**config.mk**
```make
export PLATFORM = sky130hd
export DESIGN_NAME = mux4_rr_arbiter
export DESIGN_NICKNAME = d
export VERILOG_FILES = /design/src/rtl/mux4_rr_arbiter.sv
export SDC_FILE = /design/constraint.sdc
export NUM_CORES = 1
export LEC_CHECK = 0
export BUFFER_PORTS_ARGS = -buffer_cell sky130_fd_sc_hd__buf_4
export CAP_MARGIN = 20
export CORE_MARGIN = 2
export CORE_UTILIZATION = 30
export CTS_CLUSTER_DIAMETER = 40
export DETAILED_ROUTE_END_ITERATION = 7
export SYNTH_ARGS = -nofsm -noshare
export SYNTH_HDL_FRONTEND = slang
export SYNTH_SLANG_ARGS = --single-unit
export TNS_END_PERCENT = 10
```
**constraint.sdc**
```tcl
create_clock -name clk -period 5.5 [get_ports clk]
set_input_delay 0.55 -clock clk [delete_from_list [all_inputs] [get_ports clk]]
set_output_delay 0.55 -clock clk [all_outputs]
set_load 0.005 [all_outputs]
```
**src/rtl/mux4_rr_arbiter.sv**
```systemverilog
// Round-robin arbiter for a shared 4-to-1 data mux with a valid/ready output.
// Each grant is capped at MAX_HOLD accepted beats before rotation.
module mux4_rr_arbiter #(
    parameter int WIDTH    = 8,
    parameter int MAX_HOLD = 4
) (
    input  logic               clk,
    input  logic               rst,
    input  logic [3:0]         req,
    input  logic [4*WIDTH-1:0] data,
    input  logic               out_ready,
    output logic [3:0]         gnt,
    output logic [1:0]         sel,
    output logic [WIDTH-1:0]   out_data,
    output logic               out_valid,
    output logic               busy
);

    localparam int CW = $clog2(MAX_HOLD + 1);

    typedef enum logic {
        IDLE,
        GRANT
    } state_t;

    state_t        state, state_n;
    logic [1:0]    sel_n;
    logic [1:0]    ptr, ptr_n;
    logic [CW-1:0] cnt, cnt_n;
    logic [3:0]    gnt_n;
    logic          beat;
    logic          rel;
    logic [1:0]    arb_ptr;
    logic [2:0]    win;

    // Returns {found, index}: first requester at or after p, wrapping 3->0.
    function automatic logic [2:0] pick(input logic [3:0] r, input logic [1:0] p);
        logic [2:0] res;
        logic [1:0] c;
        res = '0;
        for (int unsigned k = 0; k < 4; k++) begin
            c = p + 2'(k);
            if (!res[2] && r[c]) res = {1'b1, c};
        end
        return res;
    endfunction

    assign busy      = (state == GRANT);
    assign out_valid = (state == GRANT) && req[sel];
    assign out_data  = data[32'(sel) * WIDTH +: WIDTH];
    assign beat      = out_valid && out_ready;
    assign rel       = (state == GRANT) &&
                       (!req[sel] || (beat && cnt == CW'(MAX_HOLD - 1)));

    // On release the arbitration uses the rotated pointer in the same edge.
    assign arb_ptr   = (state == GRANT) ? sel + 2'd1 : ptr;
    assign win       = pick(req, arb_ptr);

    always_comb begin
        state_n = state;
        sel_n   = sel;
        ptr_n   = ptr;
        cnt_n   = cnt;
        gnt_n   = gnt;
        case (state)
            IDLE: begin
                if (win[2]) begin
                    state_n = GRANT;
                    sel_n   = win[1:0];
                    gnt_n   = 4'b0001 << win[1:0];
                    cnt_n   = '0;
                end
            end
            GRANT: begin
                if (rel) begin
                    ptr_n = arb_ptr;
                    cnt_n = '0;
                    if (win[2]) begin
                        sel_n = win[1:0];
                        gnt_n = 4'b0001 << win[1:0];
                    end else begin
                        state_n = IDLE;
                        gnt_n   = '0;
                    end
                end else if (beat) begin
                    cnt_n = cnt + CW'(1);
                end
            end
            default: begin
                state_n = IDLE;
                gnt_n   = '0;
            end
        endcase
    end

    always_ff @(posedge clk or posedge rst) begin
        if (rst) begin
            state <= IDLE;
            sel   <= '0;
            ptr   <= '0;
            cnt   <= '0;
            gnt   <= '0;
        end else begin
            state <= state_n;
            sel   <= sel_n;
            ptr   <= ptr_n;
            cnt   <= cnt_n;
            gnt   <= gnt_n;
        end
    end

endmodule

```
Word level (Yosys, flattened, before mapping)
Cells that the tools add are included.
- register bits after elaboration: 12
- input port bits: 39
- output and inout bits: 16
- word-level logic and storage cells: 66
- $add $sub $neg: 5
- $lt $le $gt $ge: 5
- equal/unequal tests: 4
- shift operators: 2
- multiplexer cells: 29
- bitwise logic cells: 1
- reduce and logical (&&, ||, !) cells: 15
- operators by type and width (kind ; number):
    variable part select 32 x 6 -> 8 bit ; 1
    2-to-1 mux 3 bit ; 7
    less-than comparator 2 x 3 -> 1 bit (second input constant) ; 5
    2-to-1 mux 4 bit ; 3
    binary-select mux 1 bit (select 2 bit) ; 5
    case mux 4 bit (2 select lines) ; 1
    logical AND 1 bit ; 7
    2-to-1 mux 1 bit ; 7
    2-to-1 mux 2 bit ; 3
    case mux 3 bit (2 select lines) ; 1
    AND reduction 2 bit ; 3
    adder 2 x 1 -> 2 bit (second input constant) ; 2
    adder 2 bit (second input constant) ; 2
    zero test 1 bit ; 4
    case mux 2 bit (2 select lines) ; 1
    left shift 1 x 2 -> 4 bit (first input constant) ; 1
    adder 3 x 1 -> 3 bit (second input constant) ; 1
    == test 3 x 2 -> 1 bit (second input constant) ; 1
    != test 3 x 1 -> 1 bit (second input constant) ; 1
    != test 2 x 1 -> 1 bit (second input constant) ; 1
    != test 2 bit (second input constant) ; 1
    case mux 1 bit (2 select lines) ; 1
    logical OR 1 bit ; 1
    NOT 1 bit ; 1

Logic depth before layout (Yosys ltp)
- depth in word-level cells: 18
- mapped depth: 7
- gate-level depth less buffers: 6

Least setup slack after synthesis
OpenSTA, ideal clock, no wires.
- kind: in2reg
- start point: in req[3]
- end point: reg cnt[1]
- library setup time: 0.128 ns
- data arrival time: 1.701 ns
- required time: 5.372 ns
- setup slack: 3.671 ns
- cell stages on the path: 4
- path buffers: 0
- path through: mux4_2 and2_4 a21oi_4 mux2_1
- elaborated cells between the ends (all ways): 31
- those cells by class: eq/ne: 2; mux: 16; reduce/logical: 13
- RTL lines (item ; RTL line ; RTL):
    start, declared ; 9 ; input logic [3:0] req,
    binary-select mux 1 bit (select 2 bit) * ; 49 ; assign out_valid = (state == GRANT) && req[sel];
    2-to-1 mux 1 bit (implied by the code) * ; 49 ;
    logical AND 1 bit * ; 49 ;
    via out_valid ; 15 ; output logic out_valid,
    logical AND 1 bit * ; 51 ; assign beat = out_valid && out_ready;
    logical AND 1 bit ; 53 ; (!req[sel] || (beat && cnt == CW'(MAX_HOLD - 1)));
    logical OR 1 bit ; 53 ;
    logical AND 1 bit ; 52 ; assign rel = (state == GRANT) &&
    2-to-1 mux 3 bit / != test 3 x 1 -> 1 bit (equally long branches) ; n/a ;
    case mux 3 bit (2 select lines) / AND reduction 2 bit (equally long branches) ; n/a ;
    end signal, assigned ; 107 ; cnt <= cnt_n;
    end, declared ; 29 ; logic [CW-1:0] cnt, cnt_n;
Mark *: on every way through the listed nets, which the timed path passes. The rest lies on a longest branch. The select of a mux whose other input is x is not followed.
A chain may end at the register's enable or synchronous reset.

Final worst setup path
- start point: reg sel[0]
- end point: out out_valid
- word-level cells in the longest chain between the ends: 3
- RTL lines (item ; RTL line ; RTL):
    start, declared ; 13 ; output logic [1:0] sel,
    start signal, assigned ; 105 ; sel <= sel_n;
    binary-select mux 1 bit (select 2 bit) ; 49 ;
    2-to-1 mux 1 bit (implied by the code) ; 49 ;
    logical AND 1 bit ; 49 ;
    end, declared ; 15 ;
Every way passes these cells. The select of a mux whose other input is x is not followed.

==> results.tsv <==
stage	metric	value	unit
outcome	status	complete, no violations	
synth	Yosys reg bits	12	
setup_path	delay-heaviest family, CP	flip-flops	
setup_path	Worst R2R Setup Slack	3170	ps
detailed_routing	met3 WL post-DR	18	microns
setup_path	worst r2r path cells	4	
global_routing	vias in the first global route	931	
detailed_routing	number of routed nets with antenna violations	0	
finish	Final nets	180	
sta	slew at the pin closest to its max-slew limit	777.7	ps
floorplan	Die X	60.82	microns
placed_design	Port Buf Inserts	54	
floorplan	row count	20	
sta	Hold Violations, Final	0	
sta	Slew Viols, Final	0	
global_routing	GRT Util Overall	13.68	%
setup_path	Worst setup SP type	flip-flop	
clocking	CTS hold repair buffers	0	
synth	Yosys Warn Count	0	
clocking	clk_lat worst skew	260	ps
finish	# diodes	0	
detailed_routing	drt initial violations	20	
worst_hold_path	Worst Hold Class	primary input to asynchronous set/reset pin	
placed_design	Detail Placement HPWL	2.032	mm
setup_path	crit path cell chain	mux4_2 -> and2_4 -> buf_4	
finish	Area Growth Syn to Fin	47.29	%
clocking	Setup Fix Bufs, Post-CTS	0	
detailed_routing	TritonRoute pass-1 iters	4	
sta	Tmin final	2643	ps
setup_path	CP Launch Point	sel[0]$_DFFE_PP0P_	
sta	fmax	0.3784	GHz
clocking	clk slew on worst S/H paths	70	ps
synth	most numerous cell in the Yosys netlist	dfrtp_1	
clocking	cts repair resizes	0	
power_and_ir_drop	Lkg Pwr	0.6707	nW
detailed_routing	met2 wire len	1.394	mm
setup_path	slowest stage delay, CP	850	ps
floorplan	die extent in y	60.82	microns
floorplan	Die ar.	3698	sq um
sta	max_slew headroom	48.15	%
floorplan	io pins	55	
sta	Setup Viol. Count Final	0	
clocking	Root Driver	clkbuf_4	
synth	ys async rst share	100.0	%
synth	synth top area cells	dfrtp_1 (31%), mux4_2 (21%), a32o_1 (4.1%)	
setup_path	Crit. End Element	primary output	
setup_path	CP max stage cell	dfrtp_1	
sta	Setup Skew	2.270	ps
setup_path	Bufs and invs on worst path	1	
detailed_routing	Post-Route M1 WL	1.032	mm
synth	Cell variety after synth	37	
clocking	Inserted Clock Buffers	3	
synth	synth cell count leaders	dfrtp_1 (12), mux4_2 (9), inv_1 (8), nor2_1 (5)	
global_routing	pin count of the biggest net entering global routing	18	
setup_path	reg-to-reg endpoint	sel[1]$_DFFE_PP0P_	
detailed_routing	vias per inst	4.923	
floorplan	core region area	3053	sq um
detailed_routing	vias	896	
sta	final critical-path share of the clock period	48.05	%
setup_path	kind of critical path	flip-flop to primary output	
setup_path	maximum fanout along the worst path	17	
power_and_ir_drop	Pwr Density	427.6	nW/um^2
setup_path	R2R Path Start	sel[0]$_DFFE_PP0P_	
synth	ys flop type	dfrtp_1	
detailed_routing	top sig layer	met4	
placed_design	Routability Congestion	0.7228	
finish	share of cells above drive strength 1	53.62	%
detailed_routing	drt wl/cell	13.54	microns
power_and_ir_drop	maximum VDD drop	0.0002549	V
setup_path	crit path DAT	2090	ps
synth	cell type with the largest total area after synthesis	dfrtp_1	
synth	Post-Syn Area per Cell	11.26	sq um
synth	Seq/Total Area, Yosys	31.01	%
flow_run	Max Cap Viol	0	
detailed_routing	Total Wirelength	2.464	mm
floorplan	Initial Util	31.72	%
clocking	Clock Path Buffers	2	
global_routing	remaining global-route overflow	0	
global_routing	initial antenna violation count	0	
clocking	CTS tree	done	
global_routing	first-pass GRT wire length	3.857	mm
power_and_ir_drop	Tot Pwr	609.9	uW
sta	setup TNS	0	ps
setup_path	CP Data Required Time	4950	ps
synth	Post-Synthesis Cells	86	
synth	Post-synth EDFFs	0	
synth	Synth top area share	31.01	%
detailed_routing	Residual DRC	0	
synth	syn_nets	127	
sta	RSZ-0062 raised after global routing	false	
sta	WHS	286.0	ps
clocking	H-tree levels	1	
synth	Cell Area, Synth	968.4	sq um
clocking	Clock Sinks	12	
-- layout make-up --
cell class / instances / area, sq um
flip-flops and latches: 12 / 300.3
inverters: 8 / 30.03
fillers: 315 / 1627
repair buffers: 54 / 405.4
multi-input cells: 60 / 599.3
clock buffers: 4 / 36.28
well taps: 44 / 55.05
-- how the worst max path moves through the flow --
stage | to | slack (ps) | depth (start not counted)
3_3_place_gp | out_valid | 3120 | 3
5_1_grt | out_valid | 2720 | 3
3_5_place_dp | out_valid | 3110 | 3
2_1_floorplan | cnt[1]$_DFFE_PP0P_ | 3670 | 4
4_1_cts | out_valid | 2810 | 3
6_report | out_valid | 2860 | 3
-- cells in the final DEF, fill, tap and decap left out, types with 2 or more instances in the layout --
master	count
nand2_1	3
mux2_4	2
inv_1	8
mux4_2	9
mux2_1	2
nor2_1	5
a32o_1	4
ha_1	2
and3_1	2
dfrtp_1	12
nand2b_1	3
mux2i_1	2
a21oi_1	4
or2_2	2
clkbuf_4	3
buf_4	54
-- per-layer routing --
layer,global-route usage (%),vias up
li1,-,432
met3,0.8529,2
met4,5.590,0
met1,18.04,451
met2,23.35,11
met5,0,-
-- power breakdown --
part           internal (mW)  switching [mW]  leakage [nW]
combinational          0.228           0.126         0.502
clock                 0.0401          0.0264        0.0210
sequential             0.121          0.0678         0.148
-- sequential cells by signal, summed over array words and instances, names as in the netlist --
name / flops
busy: 1
cnt: 3
gnt: 4
ptr: 2
sel: 2
-- logic make-up (layout without fill, tap and decap cells) --
logic type      count (synthesis)  count (layout)  synth area share (%)
compound gates                 19              19                 16.41
xor+xnor                        1               1                0.9046
fa+ha+maj                       2               2                 2.584
buf+inv                        14              66                 7.106
flops                          12              12                 31.01
mux                            15              15                 28.42
simple gates                   23              23                 13.57
-- through the flow --
| step | setup slack, ps | instances | utilization (%) | instance area [sq um] |
|---|---|---|---|---|
| floorplan | 3671 | 86 | - | 968.4 |
| global placement | 3124 | 178 | 45.53 | 1390 |
| detailed placement | 3113 | 178 | 45.53 | 1390 |
| CTS | 2809 | 182 | 46.72 | 1426 |
| global route | 2721 | 182 | 46.72 | 1426 |
| finish | 2857 | 182 | 46.72 | 1426 |
No activity file was read; power rests on OpenSTA's default activity.
